File: config.mk
export PLATFORM = sky130hd
export DESIGN_NAME = uart_tx_fifo_feeder
export DESIGN_NICKNAME = d
export VERILOG_FILES = /design/src/rtl/uart_tx_fifo_feeder.sv
export SDC_FILE = /design/constraint.sdc
export NUM_CORES = 1
export LEC_CHECK = 0
export BUFFER_PORTS_ARGS = -buffer_cell sky130_fd_sc_hd__buf_4
export CAP_MARGIN = 20
export CELL_PAD_IN_SITES_DETAIL_PLACEMENT = 1
export CELL_PAD_IN_SITES_GLOBAL_PLACEMENT = 2
export CORE_UTILIZATION = 43
export CTS_BUF_LIST = sky130_fd_sc_hd__clkbuf_8
export DETAILED_ROUTE_END_ITERATION = 16
export GPL_ROUTABILITY_DRIVEN = 0
export PLACE_DENSITY = 0.77
export SETUP_SLACK_MARGIN = 0.1
export SLEW_MARGIN = 20
export SYNTH_ARGS = -nofsm -noshare
export SYNTH_HDL_FRONTEND = slang
export SYNTH_SLANG_ARGS = --single-unit
File: constraint.sdc
create_clock -name i_clk -period 2 [get_ports i_clk]
set_input_delay 0.2 -clock i_clk [delete_from_list [all_inputs] [get_ports i_clk]]
set_output_delay 0.2 -clock i_clk [all_outputs]
set_load 0.005 [all_outputs]
File: src/rtl/uart_tx_fifo_feeder.sv
// Queues received bytes and issues one single-cycle TX request per byte when the transmitter is idle.
// Latency: a push into an empty FIFO with idle TX produces o_tx_dv two edges after i_wr_dv is sampled.
// Backpressure: no new request until the previous frame ends (i_tx_done) or times out; writes into a full FIFO are dropped and flagged.
// Optional macro UART_FIFO_CRLF_EN: a pushed 0x0D also enqueues 0x0A on the same edge (needs two free slots).
module uart_tx_fifo_feeder #(
    parameter int DEPTH          = 16,
    parameter int DATA_W         = 8,
    parameter int ACTIVE_TIMEOUT = 16
) (
    input  logic                       i_clk,
    input  logic                       i_rst_n,
    input  logic                       i_wr_dv,
    input  logic [DATA_W-1:0]          i_wr_byte,
    output logic                       o_tx_dv,
    output logic [DATA_W-1:0]          o_tx_byte,
    input  logic                       i_tx_active,
    input  logic                       i_tx_done,
    output logic [$clog2(DEPTH):0]     o_count,
    output logic                       o_empty,
    output logic                       o_full,
    output logic                       o_overflow,
    output logic                       o_tx_err,
    input  logic                       i_clr_err
);

    localparam int PTR_W = $clog2(DEPTH);
    localparam int CNT_W = PTR_W + 1;
    localparam int TO_W  = $clog2(ACTIVE_TIMEOUT + 1);

    localparam logic [CNT_W-1:0] DEPTH_C = CNT_W'(DEPTH);
    localparam logic [TO_W-1:0]  TO_LAST = TO_W'(ACTIVE_TIMEOUT - 1);

    typedef enum logic [1:0] {
        IDLE        = 2'd0,
        WAIT_ACTIVE = 2'd1,
        WAIT_DONE   = 2'd2
    } state_t;

    state_t              r_state;
    state_t              w_state_nxt;

    logic [DATA_W-1:0]   r_mem [DEPTH];
    logic [PTR_W-1:0]    r_wr_ptr;
    logic [PTR_W-1:0]    r_rd_ptr;
    logic [CNT_W-1:0]    r_count;
    logic                r_empty;
    logic                r_full;
    logic                r_overflow;
    logic                r_tx_err;
    logic                r_tx_dv;
    logic [DATA_W-1:0]   r_tx_byte;
    logic [TO_W-1:0]     r_to_cnt;

    logic                w_issue;
    logic                w_to_inc;
    logic                w_timeout;
    logic                w_push1;
    logic                w_push2;
    logic                w_drop;
    logic [CNT_W-1:0]    w_count_nxt;
    logic [PTR_W-1:0]    w_wr_ptr_p1;

    assign w_wr_ptr_p1 = r_wr_ptr + PTR_W'(1);

`ifdef UART_FIFO_CRLF_EN
    localparam logic [CNT_W-1:0] DEPTH_M2 = CNT_W'(DEPTH - 2);

    logic w_is_cr;
    assign w_is_cr = (i_wr_byte == DATA_W'(8'h0D));
    // A CR needs room for itself plus the LF; a same-edge pop does not count as free space.
    assign w_push1 = i_wr_dv && !w_is_cr && !r_full;
    assign w_push2 = i_wr_dv &&  w_is_cr && (r_count <= DEPTH_M2);
    assign w_drop  = i_wr_dv && !w_push1 && !w_push2;
`else
    assign w_push1 = i_wr_dv && !r_full;
    assign w_push2 = 1'b0;
    assign w_drop  = i_wr_dv && r_full;
`endif

    // Occupancy after this edge: +2 / +1 for pushes, -1 for the pop; full check precedes so it never wraps.
    always_comb begin
        w_count_nxt = r_count;
        if (w_push2) begin
            w_count_nxt = w_count_nxt + CNT_W'(2);
        end else if (w_push1) begin
            w_count_nxt = w_count_nxt + CNT_W'(1);
        end
        if (w_issue) begin
            w_count_nxt = w_count_nxt - CNT_W'(1);
        end
    end

    // Next-state and handshake decode for the TX request FSM.
    always_comb begin
        w_state_nxt = r_state;
        w_issue     = 1'b0;
        w_to_inc    = 1'b0;
        w_timeout   = 1'b0;
        case (r_state)
            IDLE: begin
                if (!r_empty && !i_tx_active) begin
                    w_issue     = 1'b1;
                    w_state_nxt = WAIT_ACTIVE;
                end
            end
            WAIT_ACTIVE: begin
                if (i_tx_done) begin
                    w_state_nxt = IDLE;
                end else if (i_tx_active) begin
                    w_state_nxt = WAIT_DONE;
                end else if (r_to_cnt == TO_LAST) begin
                    w_timeout   = 1'b1;
                    w_state_nxt = IDLE;
                end else begin
                    w_to_inc    = 1'b1;
                end
            end
            WAIT_DONE: begin
                if (i_tx_done) begin
                    w_state_nxt = IDLE;
                end
            end
            default: begin
                w_state_nxt = IDLE;
            end
        endcase
    end

    // FSM state register.
    always_ff @(posedge i_clk) begin
        if (!i_rst_n) begin
            r_state <= IDLE;
        end else begin
            r_state <= w_state_nxt;
        end
    end

    // Storage array; contents need no reset because pointers/count define validity.
    always_ff @(posedge i_clk) begin
        if (w_push1 || w_push2) begin
            r_mem[r_wr_ptr] <= i_wr_byte;
        end
        if (w_push2) begin
            r_mem[w_wr_ptr_p1] <= DATA_W'(8'h0A);
        end
    end

    // Pointers, occupancy flags, TX request/byte, timeout counter and sticky errors.
    always_ff @(posedge i_clk) begin
        if (!i_rst_n) begin
            r_wr_ptr   <= '0;
            r_rd_ptr   <= '0;
            r_count    <= '0;
            r_empty    <= 1'b1;
            r_full     <= 1'b0;
            r_tx_dv    <= 1'b0;
            r_tx_byte  <= '0;
            r_to_cnt   <= '0;
            r_overflow <= 1'b0;
            r_tx_err   <= 1'b0;
        end else begin
            if (w_push2) begin
                r_wr_ptr <= r_wr_ptr + PTR_W'(2);
            end else if (w_push1) begin
                r_wr_ptr <= w_wr_ptr_p1;
            end

            r_tx_dv <= w_issue;
            if (w_issue) begin
                r_tx_byte <= r_mem[r_rd_ptr];
                r_rd_ptr  <= r_rd_ptr + PTR_W'(1);
            end

            if (w_issue) begin
                r_to_cnt <= '0;
            end else if (w_to_inc) begin
                r_to_cnt <= r_to_cnt + TO_W'(1);
            end

            r_count <= w_count_nxt;
            r_empty <= (w_count_nxt == '0);
            r_full  <= (w_count_nxt == DEPTH_C);

            // Clear and set on the same edge: set wins.
            r_overflow <= (r_overflow && !i_clr_err) || w_drop;
            r_tx_err   <= (r_tx_err   && !i_clr_err) || w_timeout;
        end
    end

    assign o_tx_dv    = r_tx_dv;
    assign o_tx_byte  = r_tx_byte;
    assign o_count    = r_count;
    assign o_empty    = r_empty;
    assign o_full     = r_full;
    assign o_overflow = r_overflow;
    assign o_tx_err   = r_tx_err;

endmodule

### Word-level counts from Yosys, hierarchy flattened

Memory sizes are Yosys's and may differ from the RTL's. A register that Yosys moved wholly into a read port is not among the register bits.
Index checks and enable logic that the tools add are counted.

* RAM bits: 128
* memories kept: 1
* logic and storage cells: 60
* output and inout bits: 18
* flip-flop bits (word level): 25
* bits of input ports: 14

Memories
* r_mem: words 16, bits a word 8, rd ports 1, clocked after memory_dff 1, wr ports 1, line 42 `logic [DATA_W-1:0] r_mem [DEPTH];`

* reduce and logical (&&, ||, !) cells: 16
* equality and inequality tests: 7
* bitwise operators: 1
* mux-type cells: 20
* add/subtract/negate cells: 5

Operators by type and width (number)
* $mux W1: 12
* $add A5 B1 Y5 const B: 2
* $mux W2: 5
* $mux W5: 2
* $add A4 B1 Y4 const B: 2
* $pmux W2 S3: 1
* $eq A5 B4 Y1 const B: 1
* $eq A5 B5 Y1 const B: 1
* $logic_and A1 B1 Y1: 5
* $logic_not A1 Y1: 5
* $logic_not A5 Y1: 1
* $sub A5 B1 Y5 const B: 1
* $ne A2 B2 Y1 const B: 2
* $ne A4 B4 Y1 const B: 1
* $reduce_and A3 Y1: 1
* $eq A2 B1 Y1 const B: 1
* $eq A2 B2 Y1 const B: 1
* $logic_not A2 Y1: 1
* $logic_or A1 B1 Y1: 2
* $reduce_or A2 Y1: 1
* $not A1 Y1: 1

### Logic depth before layout (Yosys ltp)

Gate-level depths: netlist of run 1.

* depth in word-level cells: 6
* depth in mapped cells: 9
* mapped depth without buffers: 7

### Worst setup path before layout of run 1

Ideal clock, no wire load.

* kind: reg-to-reg
* start point: reg r_full, in the netlist o_full
* end point: reg r_full, in the netlist o_full
* library setup time: 0.070 ns
* data required time: 1.930 ns
* slack: 0.015 ns
* data arrival time: 1.915 ns
* period minus slack after synthesis: 1.985 ns
* stages on the path, launching flop included: 10
* path buffers: 2
* cells stage by stage: dfxtp_1 > nor2b_1 > buf_2 > buf_2 > mux2i_1 > ha_1 > nand2_4 > nor4b_4 > mux2i_1 > a21boi_1

* word-level cells in the longest chain between the ends: 6

Ends and longest elaborated chain
* start, declared: line 47 `logic r_full;`
* start signal, assigned: line 182 `r_full <= (w_count_nxt == DEPTH_C);`
* $logic_not A1 Y1 (*): line 75 `assign w_push1 = i_wr_dv && !r_full;`
* $logic_and A1 B1 Y1 (*): line 75
* $mux W5 (*): line 85 `end else if (w_push1) begin`
* $sub A5 B1 Y5: line 89 `w_count_nxt = w_count_nxt - CNT_W'(1);`
* $mux W5 (*): line 88 `if (w_issue) begin`
* $eq A5 B5 Y1 (*): line 182

Every way passes the cells marked *; elsewhere a longest branch is shown, timed or not.
A chain may end at the register's enable or synchronous reset.

### Final worst setup path of run 1

Ends and elaborated chain as after synthesis.

==> results of run 1 <==
[cell usage after synthesis (all sizes together)]
| library cell | count |
|---|---|
| a31oi | 1 |
| mux2 | 1 |
| mux4 | 32 |
| nor4b | 2 |
| a22oi | 2 |
| nor3b | 1 |
| nand2b | 2 |
| or3b | 1 |
| a22o | 8 |
| a21oi | 2 |
| buf | 12 |
| nor4 | 1 |
| and2 | 10 |
| nand2 | 17 |
| nor3 | 8 |
| a211oi | 1 |
| dfxtp | 33 |
| nand3 | 9 |
| and3 | 3 |
| nand4 | 3 |
| o21ai | 11 |
| and4bb | 1 |
| xor2 | 3 |
| a21boi | 2 |
| clkbuf | 9 |
| nand3b | 2 |
| inv | 6 |
| or4 | 1 |
| nor2b | 9 |
| edfxtp | 128 |
| o21a | 2 |
| a221oi | 8 |
| ha | 9 |
| mux2i | 4 |
| nor2 | 20 |
| xnor2 | 12 |
[layout by cell type, fill, tap and decap left out, types with 3 or more instances in the layout]
cell         n
bufinv_16    3
xor2_1       3
buf_12       3
buf_4       65
edfxtp_1   128
and2_1      10
nand4_1      3
nor2_1      20
clkbuf_8    17
xnor2_1     11
and3_1       3
nor3_1       7
o21ai_1      9
a22o_1       8
ha_1         8
nor2b_1      9
mux4_2      32
dfxtp_1     31
inv_1        8
nand3_1      9
nand2_1     16
a221oi_2     7
[sequential cells by signal, indices dropped and copies added (netlist names)]
register,cells
o_overflow,1
o_count,5
o_tx_err,1
r_state,2
o_empty,1
o_tx_dv,1
r_to_cnt,5
o_full,1
o_tx_byte,8
r_wr_ptr,4
r_mem,128
r_rd_ptr,4
[worst register-to-register path: stages (launching register included)]
cell      delay, ns
dfxtp_2        0.34
nor2b_1        0.12
buf_4          0.16
mux2i_4        0.24
ha_2           0.23
nand2_4        0.07
nor4b_4        0.25
mux2i_2        0.30
a21boi_2       0.19
[per-stage QoR]
step	total power [W]	cells	hold WS, ns
final	0.00788	641	0.0442
after global routing	0.00822	641	0.0403
after CTS	0.00787	638	0.0157
after detailed placement	0.00541	602	0.378
after global placement	0.00536	602	0.374
after floorplan	0.00488	376	0.275
[routing by layer]
layer  vias to the layer above  global-route usage, %
met5                         -                      0
met4                         0                   7.16
met3                         9                   3.95
met2                        55                   30.3
met1                      1798                   24.3
li1                       1601                      -
[worst paths after layout]
check | start | end | slack [ns]
min reg2reg | o_tx_byte[2] | o_tx_byte[2] | 0.47
max | o_full | o_full | 0.05
max reg2reg | o_full | o_full | 0.05
min | i_wr_dv | o_overflow | 0.04
[timing repair]
| action | 4_1_cts | 5_1_grt |
|---|---|---|
| setup buffers | 3 | 3 |
| resized for setup | 3 | 13 |
| setup endpoints to repair | 2 | 11 |
| endpoints found under the hold margin | 1 | 0 |
| cloned | 0 | 0 |
| pin swaps | 0 | 0 |
| hold buffers | 1 | 0 |
[cell type report]
cell class	count	area share (%)
Inverter	6	0.296
Tap cell	184	3.02
Multi-Input combinational cell	188	24.8
Clock inverter	15	2.20
Clock buffer	17	3.07
Sequential cell	161	59.2
Timing Repair Buffer	70	7.47
[where the power goes]
part,internal (W),switching [W]
clock,0.00123,0.00119
sequential,0.00376,0.000108
combinational,0.000845,0.000745
[logic make-up after synthesis]
group / Yosys count / share of synthesized area (%)
muxes: 37 / 12.0
and+or+nand+nor: 90 / 8.02
xor gates and xnor gates: 15 / 2.33
adders and majority gates: 9 / 1.74
AOI/OAI and AO/OA: 37 / 4.09
DFF: 161 / 69.8
buffers and inverters: 27 / 2.09
==> metrics.cfg, run 1 <==
[outcome]
status = completed

[synthesis]
synth_area_leaders = edfxtp_1 60%, mux4_2 11%, dfxtp_1 10%
syn-cell-area_um2 = 6460
syn-instance-count = 376
mappedNetlistNets = 399
ys_seq_elements = 161
yosys_warnings = 0
syn_avg_cell_area_um2 = 17.2
synth_top_area_share_pct = 59.5
yosys.cell_types.count = 45
synth_area_leader_cell = edfxtp_1
yosysSeqAreaShare_pct = 69.8

[sta]
fmax_mhz = 512
slew_headroom_pct = 73.5
period_minus_slack_ns = 1.95
final-setup-viol-count = 0
post-route-period-util_pct = 97.7
final_max_slew_viol_count = 0
finalClockSkew_ns = 0.0114
setup_tns_ns = 0
fin_ws_ns = 0.0458
final-hold-violation-count = 0
worstMarginPinSlew_ns = 0.392
rsz0062_at_grt = yes

[cts]
htree_levels = 4
cts.path.max_buffers = 2
cts_made_buffers = 17
root_buffer = clkbuf_8
cts_tree = done
worstSkewPairLatency_ns = 0.45
clk_pin_slew_ns = 0.08
cts_sinks = 161

[placed_design]
port_buffers = 31
placed_cell_area_um2 = 7090
post-place-ws_ns = 0.0212
hpwl_um = 8810

[setup_path]
crit_family = multiplexers
crit_type = reg -> reg
cp.required_ns = 2.38
slowest_delay_ns = 0.34
slowest_stage = dfxtp_2
cp.arrival_ns = 2.34
cp_max_fo = 4
cp-end-kind = register
crit_path_start_kind = register
crit_cells = 8
path_buf_inv = 1
rr_worst_depth = 8
path_cells = nor2b_1 -> buf_4 -> mux2i_4 -> ha_2 -> nand2_4 -> nor4b_4 -> mux2i_2 -> a21boi_2

[floorplan]
start_util_pct = 44.3
rows = 44
die_area_um2 = 15500
dieWidth_um = 125
fp.dieH_um = 125
coreArea_um2 = 14600
ios = 32

[detailed_routing]
ant_nets = 0
wirelength_um = 13400
routedWlPerCell_um = 21.0
wl_met3_um = 333
first_iter_violations = 156
dr.pass1.iters = 4
route.vias.total = 3463
dr.max_layer_used = met4
drc = 0
m1WireLength_um = 6160
wl_met2_um = 6830
viasPerCell = 5.40

[global_routing]
grt_usage_pct = 18.6
grt_remaining_overflow = 0
grt_max_degree = 36
grt_pass1_wl_um = 21200
grt_pass1_vias = 3691
antenna_found_initial = 0

[power_and_ir_drop]
powerDensity_nw_per_um2 = 1030
p_leak_nw = 2.60
peakVddDrop_mv = 0.465

[final_layout]
nNetsFinal = 467
antenna_cells = 0
fillers = 1373
design_area_um2 = 7620
register_area_um2 = 4510
final_util_pct = 52.2
syn2layout_area_growth_pct = 18.0
multi_input_area_um2 = 1890
drive_gt1_share_pct = 32.8

[worst_hold_path]
hp-class = in -> reg
whs_path_depth = 3

[job]
cap_violations = 0

Note: power is estimated with default switching activity, not from simulation.
==> run 2, diff against run 1 <==
==> config.mk (replaced) <==
export PLATFORM = sky130hd
export DESIGN_NAME = uart_tx_fifo_feeder
export DESIGN_NICKNAME = d
export VERILOG_FILES = /design/src/rtl/uart_tx_fifo_feeder.sv
export SDC_FILE = /design/constraint.sdc
export NUM_CORES = 1
export LEC_CHECK = 0
export CAP_MARGIN = 20
export CELL_PAD_IN_SITES_DETAIL_PLACEMENT = 1
export CELL_PAD_IN_SITES_GLOBAL_PLACEMENT = 2
export CORE_UTILIZATION = 45
export CTS_BUF_LIST = sky130_fd_sc_hd__clkbuf_8
export DETAILED_ROUTE_END_ITERATION = 16
export DONT_BUFFER_PORTS = 1
export GPL_ROUTABILITY_DRIVEN = 0
export PLACE_DENSITY = 0.78
export SETUP_SLACK_MARGIN = 0.1
export SLEW_MARGIN = 20
export SYNTH_ARGS = -nofsm -noshare
export SYNTH_HDL_FRONTEND = slang
export SYNTH_SLANG_ARGS = --single-unit
export TNS_END_PERCENT = 5
==> metrics.cfg, run 2 (synthesized netlist as in run 1, its figures left out) <==
[outcome]
status = completed

[cts]
worstSkewPairLatency_ns = 0.45
cts.path.max_buffers = 2
cts_made_buffers = 17
root_buffer = clkbuf_8
cts_tree = done
htree_levels = 4
clk_pin_slew_ns = 0.08
cts_sinks = 161

[final_layout]
final_cell_mix = 128 x edfxtp_1, 32 x mux4_2, 29 x dfxtp_1
nNetsFinal = 440
syn2layout_area_growth_pct = 14.1
final_common_cell = edfxtp_1
drive_gt1_share_pct = 24.9
antenna_cells = 0
regMostFlops = r_mem
final_util_pct = 52.9
largest_reg_flops = 128
layout.cells.non_filler = 609

[job]
cap_violations = 0

[power_and_ir_drop]
powerDensity_nw_per_um2 = 1010
clock_power_share_pct = 28.3
p_leak_nw = 2.42
p_switching_w = 0.00198
internal_power_w = 0.00543
combPwrFrac_pct = 19.1
peakVddDrop_mv = 0.670
switching_share_pct = 26.7
p_seq_share_pct = 52.6

[detailed_routing]
dr.pass1.iters = 4
routedWlPerCell_um = 22.5
first_iter_violations = 313
ant_nets = 0
route.vias.total = 3390
viasPerCell = 5.57
drc = 0
wirelength_um = 13700

[sta]
worstMarginPinSlew_ns = 0.980
fin_ws_ns = 0.0851
final-hold-violation-count = 0
final_max_slew_viol_count = 0
final-setup-viol-count = 0
slew_headroom_pct = 34.5
period_minus_slack_ns = 1.91
setup_tns_ns = 0
fmax_mhz = 522
rsz0062_at_grt = yes
finalClockSkew_ns = 0.0136
post-route-period-util_pct = 95.7

[setup_path]
cp_max_fo = 2
regToRegStartpoint = o_count[0]
startpoint = o_count[0]
reg2reg_slack_ns = 0.09
cp-end-kind = register
cp.required_ns = 2.28
crit_path_start_kind = register
cp.arrival_ns = 2.19
crit_type = reg -> reg
rr_worst_depth = 8

[floorplan]
ios = 32
start_util_pct = 46.3
coreArea_um2 = 13900
rows = 43
dieWidth_um = 122
fp.dieH_um = 122
die_area_um2 = 14800

[worst_hold_path]
worstHoldStart = i_tx_active
whs_path_depth = 3
hp-class = in -> reg

[global_routing]
grt_pass1_vias = 3558
grt_usage_pct = 19.9
grt_remaining_overflow = 0
grt_pass1_wl_um = 20700
grt_max_degree = 36
antenna_found_initial = 0

[placed_design]
hpwl_um = 8700
port_buffers = 0
post-place-ws_ns = 0.0438
dp_cells = 563

-- run 2: cell types whose count changed in the layout (fill, tap and decap cells not counted), moves of 2 or more --
cell,previous run,this run
a221oi_1,1,4
a221oi_2,7,4
buf_4,65,28
bufinv_16,3,1
clkinv_1,2,5
clkinv_4,1,3
clkinvlp_4,2,0
dfxtp_1,31,29
dfxtp_2,1,4
dlygate4sd3_1,1,12
-- run 2: area by class of cell --
| type | instances | area (um^2) |
|---|---|---|
| fill | 1287 | 6570 |
| multi-input combinational | 188 | 1880 |
| timing repair buffer | 43 | 395 |
| inverter | 6 | 22.5 |
| tap | 180 | 225 |
| sequential | 161 | 4510 |
| clock inverter | 14 | 101 |
| clock buffer | 17 | 234 |
-- run 2: worst paths after layout --
check	end
worst max-delay path	o_empty
worst min-delay path	o_tx_err
worst max register to register	o_empty
worst min register to register	o_tx_byte[5]
-- run 2: repair_timing --
| item | in CTS | in global routing |
|---|---|---|
| hold endpoints to repair | 159 | 0 |
| hold buffers | 12 | 0 |
| endpoints found under the setup margin | 6 | 11 |
| gates resized for setup | 1 | 12 |
| cloned | 0 | 1 |
| setup buffers | 0 | 2 |
| pin swaps | 0 | 2 |
-- run 2: per-stage QoR --
| step | hold slack (ns) | total power (W) | instance area, um^2 |
|---|---|---|---|
| 2_1_floorplan | 0.275 | 0.00488 | 6460 |
| 3_3_place_gp | 0.277 | 0.00517 | 6810 |
| 3_5_place_dp | 0.279 | 0.00520 | 6810 |
| 4_1_cts | 0.00594 | 0.00734 | 7270 |
| 5_1_grt | 0.0320 | 0.00773 | 7370 |
| 6_report | 0.0355 | 0.00742 | 7370 |
-- run 2: critical path: stages (launching register included) --
cell	delay, ns
dfxtp_2	0.35
ha_4	0.28
mux2i_4	0.07
ha_2	0.21
nand2_4	0.07
buf_4	0.11
and4bb_2	0.22
o21ai_0	0.29
a31oi_1	0.15
-- run 2: power groups by stage --
stage	logic [W]	clock network (W)	registers [W]
after floorplan	0.000950	0	0.00393
after global placement	0.00122	0	0.00395
after detailed placement	0.00125	0	0.00395
after CTS	0.00132	0.00214	0.00388
after global routing	0.00154	0.00227	0.00392
final	0.00142	0.00210	0.00390
-- run 2: routing by layer --
metal / track usage, % / wire [um]
met2: 30.6 / 6570
met3: 5.90 / 659
met4: 6.48 / 144
met5: 0 / 0
met1: 27.2 / 6330
